--- src/rtl/mp3_song_streamer.sv ---
// mp3_song_streamer: streams the selected song from the song ROM to a VS1003 over SCI/SDI.
// Build option MP3_SET_VOLUME_EN: send an SCI_VOL frame (DEF_VOLUME) on every (re)start.
module mp3_song_streamer #(
  parameter int          SONG_NUM      = 3,
  parameter int          SONG_WORDS    = 4096,
  parameter int          ADDR_W        = 14,
  parameter int          HW_RST_CYCLES = 1000,
  parameter logic [15:0] DEF_VOLUME    = 16'h2020
) (
  input  logic              MP3_SCLK,
  input  logic              RESET,
  input  logic [31:0]       SongNow,
  output logic [ADDR_W-1:0] ROM_ADDR,
  input  logic [15:0]       ROM_DATA,
  input  logic              MP3_DREQ,
  output logic              MP3_RST,
  output logic              MP3_XCS,
  output logic              MP3_XDCS,
  output logic              MP3_SCK,
  output logic              MP3_SI,
  output logic              PLAYING
);

  localparam int SONG_W = (SONG_NUM > 1) ? $clog2(SONG_NUM) : 1;
  localparam int OFF_W  = (SONG_WORDS > 1) ? $clog2(SONG_WORDS) : 1;
  localparam int HW_W   = $clog2(HW_RST_CYCLES + 1);
  localparam int CNT_W  = (HW_W > 7) ? HW_W : 7;

  localparam logic [CNT_W-1:0] HW_LAST  = CNT_W'(HW_RST_CYCLES - 1);
  localparam logic [CNT_W-1:0] SCI_LAST = CNT_W'(64);
  localparam logic [CNT_W-1:0] SDI_LAST = CNT_W'(32);
  localparam logic [OFF_W-1:0] OFF_LAST = OFF_W'(SONG_WORDS - 1);

  localparam logic [31:0] SCI_MODE_FRAME = 32'h0200_0804;
  localparam logic [31:0] SCI_VOL_FRAME  = {16'h020B, DEF_VOLUME};

  typedef enum logic [3:0] {
    HWRST,
    WAITRDY0,
    SCI_RST,
    WAITRDY1,
    SCI_VOL,
    WAIT_VOL,
    FETCH,
    SDI_WAIT,
    SDI,
    CHECK
  } state_t;

  typedef struct packed {
    logic rst_n;
    logic xcs;
    logic xdcs;
    logic sck;
    logic si;
    logic playing;
  } pins_t;

  localparam pins_t PINS_RESET = '{rst_n: 1'b0, xcs: 1'b1, xdcs: 1'b1,
                                   sck: 1'b0, si: 1'b0, playing: 1'b0};

  state_t            state_q, state_d;
  logic [CNT_W-1:0]  cnt_q, cnt_d;
  logic [31:0]       sh_q, sh_d;
  logic [15:0]       word_q, word_d;
  logic [SONG_W-1:0] song_q, song_d;
  logic [OFF_W-1:0]  off_q, off_d;
  logic [ADDR_W-1:0] rom_addr_q, rom_addr_d;
  pins_t             pins_q, pins_d;
  logic [SONG_W-1:0] sel_song;

  function automatic logic [ADDR_W-1:0] rom_addr(input logic [SONG_W-1:0] song,
                                                 input logic [OFF_W-1:0]  off);
    return ADDR_W'(32'(song) * 32'(SONG_WORDS) + 32'(off));
  endfunction

  // Count 0 is the chip-select setup cycle; odd counts present a bit, even counts raise SCK.
  function automatic pins_t decode(input state_t s, input logic [CNT_W-1:0] c, input logic msb);
    pins_t p;
    p = '{rst_n: 1'b1, xcs: 1'b1, xdcs: 1'b1, sck: 1'b0, si: 1'b0, playing: 1'b0};
    case (s)
      HWRST: p.rst_n = 1'b0;
      SCI_RST, SCI_VOL: begin
        p.xcs = 1'b0;
        p.sck = (c != '0) && !c[0];
        p.si  = (c != '0) && msb;
      end
      SDI: begin
        p.xdcs    = 1'b0;
        p.sck     = (c != '0) && !c[0];
        p.si      = (c != '0) && msb;
        p.playing = 1'b1;
      end
      FETCH, SDI_WAIT, CHECK: p.playing = 1'b1;
      default: ;
    endcase
    return p;
  endfunction

  assign sel_song = (SongNow < 32'(SONG_NUM)) ? SONG_W'(SongNow) : '0;

  always_comb begin
    state_d    = state_q;
    cnt_d      = cnt_q + CNT_W'(1);
    sh_d       = sh_q;
    word_d     = word_q;
    song_d     = song_q;
    off_d      = off_q;
    rom_addr_d = rom_addr_q;

    unique case (state_q)
      HWRST:    if (cnt_q == HW_LAST) state_d = WAITRDY0;
      WAITRDY0: if (MP3_DREQ) state_d = SCI_RST;
      SCI_RST: begin
        if (cnt_q == SCI_LAST) state_d = WAITRDY1;
        else if ((cnt_q != '0) && !cnt_q[0]) sh_d = {sh_q[30:0], 1'b0};
      end
      WAITRDY1: begin
        if (MP3_DREQ) begin
          song_d = sel_song;
          off_d  = '0;
`ifdef MP3_SET_VOLUME_EN
          state_d = SCI_VOL;
`else
          state_d = FETCH;
`endif
        end
      end
      SCI_VOL: begin
        if (cnt_q == SCI_LAST) state_d = WAIT_VOL;
        else if ((cnt_q != '0) && !cnt_q[0]) sh_d = {sh_q[30:0], 1'b0};
      end
      WAIT_VOL: if (MP3_DREQ) state_d = FETCH;
      FETCH: begin
        // ROM answers one cycle after the address, so the word is taken on the second cycle
        if (cnt_q == CNT_W'(1)) begin
          word_d  = ROM_DATA;
          state_d = SDI_WAIT;
        end
      end
      SDI_WAIT: if (MP3_DREQ) state_d = SDI;
      SDI: begin
        if (cnt_q == SDI_LAST) begin
          state_d = CHECK;
          off_d   = (off_q == OFF_LAST) ? '0 : off_q + OFF_W'(1);
        end else if ((cnt_q != '0) && !cnt_q[0]) begin
          sh_d = {sh_q[30:0], 1'b0};
        end
      end
      CHECK: state_d = (sel_song != song_q) ? SCI_RST : FETCH;
      default: state_d = HWRST;
    endcase

    // Every state entry restarts the counter and loads whatever that state transmits or reads.
    if (state_d != state_q) begin
      cnt_d = '0;
      case (state_d)
        SCI_RST: sh_d = SCI_MODE_FRAME;
        SCI_VOL: sh_d = SCI_VOL_FRAME;
        SDI:     sh_d = {word_q, 16'h0000};
        FETCH:   rom_addr_d = rom_addr(song_d, off_d);
        default: ;
      endcase
    end

    pins_d = decode(state_d, cnt_d, sh_d[31]);
  end

  always_ff @(posedge MP3_SCLK) begin
    if (!RESET) begin
      state_q    <= HWRST;
      cnt_q      <= '0;
      song_q     <= '0;
      off_q      <= '0;
      rom_addr_q <= '0;
      pins_q     <= PINS_RESET;
    end else begin
      state_q    <= state_d;
      cnt_q      <= cnt_d;
      song_q     <= song_d;
      off_q      <= off_d;
      rom_addr_q <= rom_addr_d;
      pins_q     <= pins_d;
    end
  end

  always_ff @(posedge MP3_SCLK) begin
    sh_q   <= sh_d;
    word_q <= word_d;
  end

  assign ROM_ADDR = rom_addr_q;
  assign MP3_RST  = pins_q.rst_n;
  assign MP3_XCS  = pins_q.xcs;
  assign MP3_XDCS = pins_q.xdcs;
  assign MP3_SCK  = pins_q.sck;
  assign MP3_SI   = pins_q.si;
  assign PLAYING  = pins_q.playing;

endmodule

--- config.mk ---
export PLATFORM = sky130hd
export DESIGN_NAME = mp3_song_streamer
export DESIGN_NICKNAME = d
export VERILOG_FILES = /design/src/rtl/mp3_song_streamer.sv
export SDC_FILE = /design/constraint.sdc
export NUM_CORES = 1
export LEC_CHECK = 0
export BUFFER_PORTS_ARGS = -buffer_cell sky130_fd_sc_hd__clkbuf_2
export CAP_MARGIN = 10
export CORE_MARGIN = 8
export CORE_UTILIZATION = 40
export DETAILED_ROUTE_END_ITERATION = 8
export PLACE_DENSITY = 0.64
export SLEW_MARGIN = 20
export SYNTH_ARGS = -nofsm -noshare
export SYNTH_HDL_FRONTEND = slang
export SYNTH_SLANG_ARGS = --single-unit
--- constraint.sdc ---
create_clock -name MP3_SCLK -period 3.1 [get_ports MP3_SCLK]
set_input_delay 0.155 -clock MP3_SCLK [delete_from_list [all_inputs] [get_ports MP3_SCLK]]
set_output_delay 0.155 -clock MP3_SCLK [all_outputs]
set_load 0.03 [all_outputs]
==> metrics.cfg, run 1 <==
[yosys]
avgSynthCellArea_sq_um = 10.1
synth_area_leaders = dfxtp_1 (36%), edfxtp_1 (11%), mux2i_1 (8.3%), nand2_1 (3.6%), nor2_1 (3.4%)
synth_top_area_share_pct = 35.7
synth_fp_nets = 500
synthFlopType = dfxtp_1
synth_edf_count = 16
postSynthCellCount = 445
synth_cell_types = 68
ys_seq_area_share_pct = 46.4
ys.warnings.count = 0
async_flop_share_pct = 0
synth-seq-cells = 96
syn-cell-area_sq_um = 4480
yosys.area.top_type = dfxtp_1

[detailed_routing]
drt_pass1_iterations = 5
num_vias = 3511
drcViolationCount = 0
drt_first_iter_violations = 188
wl_um = 10100
postRouteAntennaNets = 0
via_per_inst = 5.26
avgRoutedWirePerCell_um = 15.1

[setup_path]
crit_slowest_cell = dfxtp_1
crit_required_ns = 3.36
start_kind = flop
path_buf_inv = 0
crit_fanout = 14
arrival_ns = 2.82
crit_chain = nor3b_1 > and3_1 > o41a_1 > a211oi_2 > nand2b_1 > mux2_1
slowest_delay_ns = 0.57
end_kind = flop
worstSetupPathType = reg2reg
cp_top_family = simple AND/OR/NAND/NOR gates

[clock_tree]
htree_levels = 3
cts_buffers = 9
cts_tree = done
cts-root-buf = clkbuf_8
clock_path_buffers = 2
clkSlewWorstSetupHoldPaths_ns = 0.09
cts_hold_buf = 16
post-cts-setup-buffer-count = 0
clock_sinks = 96
ctsResizeCount = 0
insertion_delay_ns = 0.37

[cells_and_area]
register_area_sq_um = 2080
multi_input_area_sq_um = 2220
design_area_sq_um = 5260
layout_common_cells = dfxtp_1 (80), clkbuf_2 (70), nand2_1 (43)
nNetsFinal = 577
final_common_cell = dfxtp_1
antenna_cells = 0
final_cells = 667
fillerInstances = 1026
syn_to_final_growth_pct = 17.2
drive_above_1_share_pct = 22.6

[sta]
fin_crit_ns = 2.56
setup-violations-final = 0
worst_slack_ns = 0.535
worst_pin_slew_ns = 0.804
relSlewSlack_pct = 46.4
grt_setup_unrepaired = no
hold_violations = 0
fin_tns_setup_ns = 0
post-route-period-util_pct = 82.7
fmax_mhz = 390
skew_ns = 0.00468
slew_viol_final = 0

[placed_design]
gp_congestion = 0.844
placed_area_sq_um = 4890
preCtsSetupSlack_ns = 0.462
place_inst = 635
hpwl_um = 7220
io_buffer_count = 70

[power_and_ir_drop]
pwr-share-comb_pct = 6.3
clkPwrFrac_pct = 36.5
swShare_pct = 23.4
peakVddDrop_uv = 334
p_int_mw = 1.80
fin_total_pwr_mw = 2.35
leakage_nw = 2.02
p_sw_mw = 0.549
powerDensity_nw_per_um2 = 447
seqPwrFrac_pct = 57.3

[grt]
overflow = 0
grt_first_pass_wirelength_um = 17100
antenna_found_initial = 0
grt.total_usage_pct = 14.3
grt_pass1_vias = 3627
grt_max_degree = 31

[floorplan]
rows = 38
die_area_sq_um = 14900
die_h_um = 122
core_region_area_sq_um = 10900
die_w_um = 122
start_util_pct = 41.2
top_level_ports = 71

[outcome]
status = completed

[run]
maxCapViolations = 0

[min_path]
min_path_type = in2reg

==> final timing paths <==
kind	start	endpoint	slack, ns	cells past startpoint
setup / recovery	state_q[3]	ROM_ADDR[7]	0.54	6
hold / removal	SongNow[1]	song_q[1]	0.10	3
hold reg to reg	word_q[12]	sh_q[28]	0.46	2
setup reg to reg	state_q[3]	ROM_ADDR[7]	0.54	6
==> metrics by stage <==
stage / util [%] / hold WS [ns]
2_1_floorplan: - / 0.254
3_3_place_gp: 44.9 / 0.333
3_5_place_dp: 44.9 / 0.334
4_1_cts: 48.3 / 0.0712
5_1_grt: 48.3 / 0.104
6_report: 48.3 / 0.101
==> area by class of cell <==
type                            count  area share, %
Sequential cell                    96           39.6
Clock buffer                       11           2.69
Multi-Input combinational cell    316           42.3
Clock inverter                      5           1.19
Timing Repair Buffer               90           10.3
Tap cell                          140           3.33
Inverter                            9          0.643
==> flip-flops by register name (all words and copies together), names as in the netlist <==
name,count
MP3_XDCS,1
PLAYING,1
sh_q,32
state_q,4
off_q,12
cnt_q,10
MP3_SCK,1
MP3_SI,1
MP3_RST,1
MP3_XCS,1
ROM_ADDR,14
song_q,2
word_q,16
==> metal layers <==
metal | track usage [%] | wire length [um] | part of all wire (%) | vias to the layer above
li1 | - | - | - | 1774
met1 | 17.0 | 4570 | 45 | 1637
met3 | 4.58 | 454 | 4.5 | 14
met5 | 0 | 0 | 0 | -
met4 | 5.01 | 131 | 1.3 | 0
met2 | 23.8 | 4900 | 49 | 86
==> Yosys cell counts (6+ instances only) <==
master	number
dfxtp_1	80
nand2_1	43
nor2_1	41
mux2i_1	37
and2_1	16
edfxtp_1	16
nand3_1	14
clkbuf_1	12
o21ai_0	12
nor3_1	11
xor2_1	10
inv_1	9
nand4_1	9
nor4_1	8
o31ai_2	8
a21oi_1	7
and4_1	7
o31ai_1	7
mux2_2	6
==> worst reg2reg max path, delay by kind of cell, from the launching register on <==
| family | cells | cell delay, ns |
|---|---|---|
| DFF | 1 | 0.57 |
| AOI/OAI and AO/OA | 2 | 0.26 |
| muxes | 1 | 0.48 |
| and+or+nand+nor | 3 | 1.14 |
==> power groups by stage <==
stage          Sequential, mW  Clock [mW]  Combinational, mW
4_1_cts                  1.34       0.880              0.149
6_report                 1.34       0.856              0.148
2_1_floorplan            1.36           0             0.0881
3_3_place_gp             1.37           0              0.125
5_1_grt                  1.35       0.934              0.167
3_5_place_dp             1.37           0              0.132
==> cell families (layout without fill, tap and decap cells) <==
| family | count (synthesis) | after routing | synth area share [%] |
|---|---|---|---|
| xor+xnor | 13 | 13 | 2.54 |
| flops | 96 | 96 | 46.4 |
| fa+ha+maj | 4 | 4 | 1.12 |
| buf+inv | 33 | 115 | 4.02 |
| compound gates | 73 | 73 | 13.2 |
| simple gates | 178 | 178 | 21.7 |
| mux | 48 | 48 | 11.0 |
No activity file was read; power rests on OpenSTA's default activity.
==> run 2, diff against run 1 <==
Settings changed: PLACE_DENSITY 0.64 to 0.66.
Clock period 3.1 ns to 2.1 ns, I/O delays scaled along.
==> run 2 against run 1 <==
Effect of this change:
- critical path depth grew 1
- worst hold slack lost 0.061 ns
- largest cell class unchanged
- routed wire length grew 7.2%
- sequential share of layout area shrank 3.9 points
- sequential cell count is the same
==> metrics.cfg, run 2 (synthesis results as in run 1) <==
[clock_tree]
cts_tree = done  ; unchanged
clock_sinks = 96  ; unchanged
cts-root-buf = clkbuf_8  ; unchanged
insertion_delay_ns = 0.37  ; about the same
htree_levels = 3  ; unchanged
cts_buffers = 9  ; unchanged
clkSlewWorstSetupHoldPaths_ns = 0.10  ; was 0.09 ns
clock_path_buffers = 2  ; unchanged

[placed_design]
hpwl_um = 8020  ; was 7220 um
placed_area_sq_um = 5290  ; was 4890 sq um
gp_congestion = 0.877  ; was 0.844
io_buffer_count = 70  ; unchanged

[min_path]
hold_start = SongNow[1]  ; unchanged
holdPathEnd = song_q[1]  ; unchanged
min_path_type = in2reg  ; unchanged
hold_depth = 3  ; unchanged

[sta]
post-route-period-util_pct = 96.6  ; was 82.7%
fin_tns_setup_ns = 0  ; unchanged
setup-violations-final = 0  ; unchanged
slew_viol_final = 0  ; unchanged
skew_ns = 0.0180  ; was 0.00468 ns
hold_violations = 0  ; unchanged
worst_pin_slew_ns = 0.447  ; was 0.804 ns
fin_crit_ns = 2.03  ; was 2.56 ns
relSlewSlack_pct = 69.9  ; was 46.4%
fmax_mhz = 493  ; was 390 MHz
holdWs_ns = 0.0393  ; was 0.101 ns
grt_setup_unrepaired = yes  ; was no

[setup_path]
path_buf_inv = 1  ; was 0
arrival_ns = 2.30  ; was 2.82 ns
end_kind = flop  ; unchanged
worstSetupStartpoint = state_q[2]  ; was state_q[3]
r2r_slack_ns = 0.07  ; was 0.54 ns
reg2regPathDepth = 7  ; was 6
crit_chain = buf_12 > nor4b_4 > mux2i_1 > a31oi_4 > mux2i_1 > nand2b_1 > a211oi_2  ; was nor3b_1 > and3_1 > o41a_1 > a211oi_2 > nand2b_1 > mux2_1
cp_top_family = simple AND/OR/NAND/NOR gates  ; unchanged
worstSetupPathType = reg2reg  ; unchanged
crit_slowest_cell = dfxtp_2  ; was dfxtp_1
rr_endpoint = MP3_SI  ; was ROM_ADDR[7]
crit_required_ns = 2.37  ; was 3.36 ns
slowest_delay_ns = 0.35  ; was 0.57 ns
crit_top_cell = mux2i_1
crit_fanout = 13  ; was 14
start_kind = flop  ; unchanged
r2r_start = state_q[2]  ; was state_q[3]

[power_and_ir_drop]
fin_total_pwr_mw = 3.45  ; was 2.35 mW
peakVddDrop_uv = 325  ; was 334 uV
powerDensity_nw_per_um2 = 590  ; was 447 nW/um^2
leakage_nw = 2.33  ; was 2.02 nW

[cells_and_area]
nNetsFinal = 623  ; was 577
design_area_sq_um = 5850  ; was 5260 sq um
syn_to_final_growth_pct = 30.6  ; was 17.2%
drive_above_1_share_pct = 33.0  ; was 22.6%
largest_reg_flops = 32  ; unchanged
fillerInstances = 934  ; was 1,026
antenna_cells = 0  ; unchanged
largest_register = sh_q  ; unchanged
final_common_cell = dfxtp_1  ; unchanged
layout_common_cells = dfxtp_1 (74), clkbuf_2 (70), nand2_1 (43)  ; was dfxtp_1 (80), clkbuf_2 (70), nand2_1 (43)

[grt]
grt_pass1_vias = 3825  ; was 3,627
grt_first_pass_wirelength_um = 17800  ; was 17,100 um
antenna_found_initial = 0  ; unchanged
grt_max_degree = 31  ; unchanged
overflow = 0  ; unchanged
grt.total_usage_pct = 14.5  ; was 14.3%

[detailed_routing]
drt_pass1_iterations = 4  ; was 5
avgRoutedWirePerCell_um = 15.1  ; about the same
via_per_inst = 5.28  ; was 5.26
drt_first_iter_violations = 197  ; was 188
drcViolationCount = 0  ; unchanged
wl_um = 10800  ; was 10,100 um
postRouteAntennaNets = 0  ; unchanged
num_vias = 3764  ; was 3,511

[floorplan]
top_level_ports = 71  ; unchanged
die_h_um = 122  ; unchanged
die_w_um = 122  ; unchanged
start_util_pct = 41.2  ; unchanged
core_region_area_sq_um = 10900  ; unchanged
rows = 38  ; unchanged
die_area_sq_um = 14900  ; unchanged

[outcome]
status = completed  ; unchanged

[run]
maxCapViolations = 0  ; unchanged

==> run 2: cell count changes in the layout (fill, tap and decap cells not counted), moves of 3 or more <==
| cell | delta |
|---|---|
| buf_6 | +3 |
| buf_12 | +7 |
| dfxtp_2 | +5 |
| dfxtp_1 | -6 |
| buf_4 | +36 |
==> run 2: repair_timing <==
action / CTS / global route
buffers inserted: 0 / 6
resized for setup: 2 / 33
hold endpoints to repair: 16 / 0
pin swaps: 0 / 7
cloned: 0 / 0
hold buffers: 16 / 0
endpoints found under the setup margin: 4 / 57
==> run 2: where the power goes <==
part	leakage (nW)	switching [mW]	internal [mW]	total [mW]
Sequential	0.798	0.0401	1.94	1.98
Clock	0.103	0.730	0.475	1.21
Combinational	1.43	0.115	0.154	0.269
Total	2.33	0.885	2.57	3.45
==> run 2: cell type report <==
cell class	count	area, sq um	area share (%)
multi-input cells	316	2360	40.4
clock buffers	9	124	2.12
flip-flops and latches	96	2090	35.7
clock inverters	7	81.3	1.39
well taps	140	175	2.99
inverters	9	33.8	0.577
repair buffers	136	985	16.8
==> run 2: per-layer routing <==
layer	track usage, %	routed length (um)
met4	3.39	114
met1	17.2	4650
met5	0	0
met3	3.33	398
met2	26.0	5620
==> run 2: worst max-delay path by stage <==
stage                        end  slack, ns  depth (start not counted)
floorplan           ROM_ADDR[11]     0.0003                          9
global placement     ROM_ADDR[3]     -0.002                          8
detailed placement   ROM_ADDR[5]      -0.04                          8
CTS                 ROM_ADDR[11]      -0.03                          8
global route         ROM_ADDR[8]      -0.04                         10
finish                    MP3_SI       0.07                          7
==> run 2: worst min-delay path, cell delays in order <==
cell and delay, ns:
clkbuf_2 0.12, nand3_1 0.07, a21oi_1 0.07
==> run 2: through the flow <==
step | instances | util, % | setup slack (ns)
finish | 713 | 53.8 | 0.0714
global route | 713 | 53.8 | -0.0387
CTS | 707 | 52.0 | -0.0292
detailed placement | 675 | 48.6 | -0.0421
global placement | 675 | 48.6 | -0.00211
floorplan | 445 | - | 0.000299
==> run 3, diff against run 2 <==
Settings changed: RECOVER_POWER from default to 50.
==> run 3 against run 2 <==
Effect of this change:
- combinational power is essentially flat
- clock skew is essentially flat
- clock power is essentially flat
- critical path type unchanged
- largest power group unchanged
==> metrics.cfg, run 3 (synthesis results as in run 1) <==
[cells_and_area]
nNetsFinal = 623  ; unchanged
drive_above_1_share_pct = 29.0  ; was 33.0%
syn_to_final_growth_pct = 29.9  ; was 30.6%
antenna_cells = 0  ; unchanged
layout_common_cells = dfxtp_1 (74), clkbuf_2 (48), nand2_1 (43)  ; was dfxtp_1 (74), clkbuf_2 (70), nand2_1 (43)
largest_reg_flops = 32  ; unchanged
largest_register = sh_q  ; unchanged
final_common_cell = dfxtp_1  ; unchanged

[clock_tree]
clkSlewWorstSetupHoldPaths_ns = 0.11  ; was 0.10 ns
cts_buffers = 9  ; unchanged
insertion_delay_ns = 0.37  ; about the same
clock_path_buffers = 2  ; unchanged
clock_sinks = 96  ; unchanged
cts_tree = done  ; unchanged
cts-root-buf = clkbuf_8  ; unchanged
htree_levels = 3  ; unchanged

[sta]
holdWs_ns = 0.0415  ; was 0.0393 ns
fmax_mhz = 493  ; about the same
worst_pin_slew_ns = 0.441  ; was 0.447 ns
slew_viol_final = 0  ; unchanged
skew_ns = 0.0178  ; was 0.0180 ns
hold_violations = 0  ; unchanged
relSlewSlack_pct = 70.3  ; was 69.9%
setup-violations-final = 0  ; unchanged
post-route-period-util_pct = 96.5  ; was 96.6%
grt_setup_unrepaired = yes  ; unchanged
fin_crit_ns = 2.03  ; about the same

[setup_path]
crit_required_ns = 2.37  ; about the same
crit_fanout = 13  ; unchanged
end_kind = flop  ; unchanged
worstSetupPathType = reg2reg  ; unchanged
r2r_start = state_q[2]  ; unchanged
crit_chain = buf_12 > nor4b_4 > mux2i_1 > a31oi_4 > mux2i_1 > nand2b_1 > a211oi_2  ; unchanged
start_kind = flop  ; unchanged
cp_top_family = simple AND/OR/NAND/NOR gates  ; unchanged
path_buf_inv = 1  ; unchanged
arrival_ns = 2.29  ; was 2.30 ns
crit_top_cell = mux2i_1  ; unchanged
crit_slowest_cell = dfxtp_2  ; unchanged
rr_endpoint = MP3_SI  ; unchanged
slowest_delay_ns = 0.35  ; about the same
reg2regPathDepth = 7  ; unchanged
worstSetupStartpoint = state_q[2]  ; unchanged
r2r_slack_ns = 0.07  ; about the same

[grt]
grt_pass1_vias = 3825  ; unchanged
overflow = 0  ; unchanged
grt.total_usage_pct = 14.5  ; unchanged
grt_max_degree = 31  ; unchanged
grt_first_pass_wirelength_um = 17800  ; unchanged
antenna_found_initial = 0  ; unchanged

[power_and_ir_drop]
leakage_nw = 2.26  ; was 2.33 nW
peakVddDrop_uv = 325  ; about the same
seqPwrFrac_pct = 57.3  ; about the same
swShare_pct = 25.6  ; about the same
powerDensity_nw_per_um2 = 593  ; was 590 nW/um^2
pwr-share-comb_pct = 7.8  ; about the same
p_sw_mw = 0.884  ; was 0.885 mW
clkPwrFrac_pct = 34.9  ; about the same
fin_total_pwr_mw = 3.45  ; about the same
p_int_mw = 2.57  ; about the same

[floorplan]
die_h_um = 122  ; unchanged
die_area_sq_um = 14900  ; unchanged
rows = 38  ; unchanged
core_region_area_sq_um = 10900  ; unchanged
top_level_ports = 71  ; unchanged
die_w_um = 122  ; unchanged
start_util_pct = 41.2  ; unchanged

[detailed_routing]
drt_first_iter_violations = 204  ; was 197
drcViolationCount = 0  ; unchanged
postRouteAntennaNets = 0  ; unchanged
num_vias = 3733  ; was 3,764
via_per_inst = 5.24  ; was 5.28
avgRoutedWirePerCell_um = 15.1  ; about the same
wl_um = 10700  ; was 10,800 um
drt_pass1_iterations = 4  ; unchanged

[min_path]
holdPathEnd = song_q[1]  ; unchanged
hold_start = SongNow[1]  ; unchanged
hold_depth = 3  ; unchanged
min_path_type = in2reg  ; unchanged

[run]
maxCapViolations = 0  ; unchanged

[placed_design]
io_buffer_count = 70  ; unchanged
gp_congestion = 0.877  ; unchanged
hpwl_um = 8020  ; unchanged

[outcome]
status = completed  ; unchanged

[run 3: cell count changes in the layout (fill, tap and decap cells not counted), sizes merged]
cell    previous run  this run
clkbuf            79        80
buf               50        49
[run 3: layout make-up]
cell class	instances	area (sq um)
tap	140	175
timing repair buffer	136	953
sequential	96	2090
clock buffer	9	124
clock inverter	7	81.3
inverter	9	33.8
fill	951	5070
multi-input combinational	316	2360
[run 3: power by group through the flow]
stage | Sequential [mW] | Combinational [mW] | Clock, mW
final | 1.98 | 0.269 | 1.20
after global routing | 1.99 | 0.297 | 1.31
after CTS | 1.98 | 0.256 | 1.24
after detailed placement | 2.02 | 0.231 | 0
after global placement | 2.02 | 0.222 | 0
after floorplan | 2.01 | 0.135 | 0
[run 3: how the worst max path moves through the flow]
stage / end / slack [ns] / depth (start not counted)
final: MP3_SI / 0.07 / 7
after global routing: ROM_ADDR[8] / -0.04 / 10
after CTS: ROM_ADDR[11] / -0.03 / 8
after detailed placement: ROM_ADDR[5] / -0.04 / 8
after global placement: ROM_ADDR[3] / -0.002 / 8
after floorplan: ROM_ADDR[11] / 0.0003 / 9
[run 3: tightest hold or removal path, stage by stage]
cell	delay, ns
clkbuf_2	0.12
nand3_1	0.07
a21oi_1	0.07
[run 3: metal layers]
metal | global-route usage, % | vias up | routed length (um)
li1 | - | 1868 | -
met1 | 17.2 | 1779 | 4640
met2 | 26.0 | 76 | 5610
met3 | 3.33 | 10 | 380
met4 | 3.39 | 0 | 99
met5 | 0 | - | 0
[run 3: through the flow]
stage | instance area, sq um | utilization, % | instances | setup WS, ns | TNS, ns
detailed placement | 5290 | 48.6 | 675 | -0.0421 | -0.584
finish | 5820 | 53.5 | 713 | 0.0730 | 0
floorplan | 4500 | - | 445 | 0.000299 | 0
global route | 5820 | 53.5 | 713 | -0.0387 | -0.0528
global placement | 5290 | 48.6 | 675 | -0.00211 | -0.00612
CTS | 5660 | 52.0 | 707 | -0.0292 | -0.0524
[run 3: what timing repair did]
action | CTS | global route
setup endpoints to repair | 4 | 57
gates resized for setup | 2 | 33
hold buffers | 16 | 0
hold endpoints to repair | 16 | 0
buffers inserted | 0 | 6
pin swaps | 0 | 7
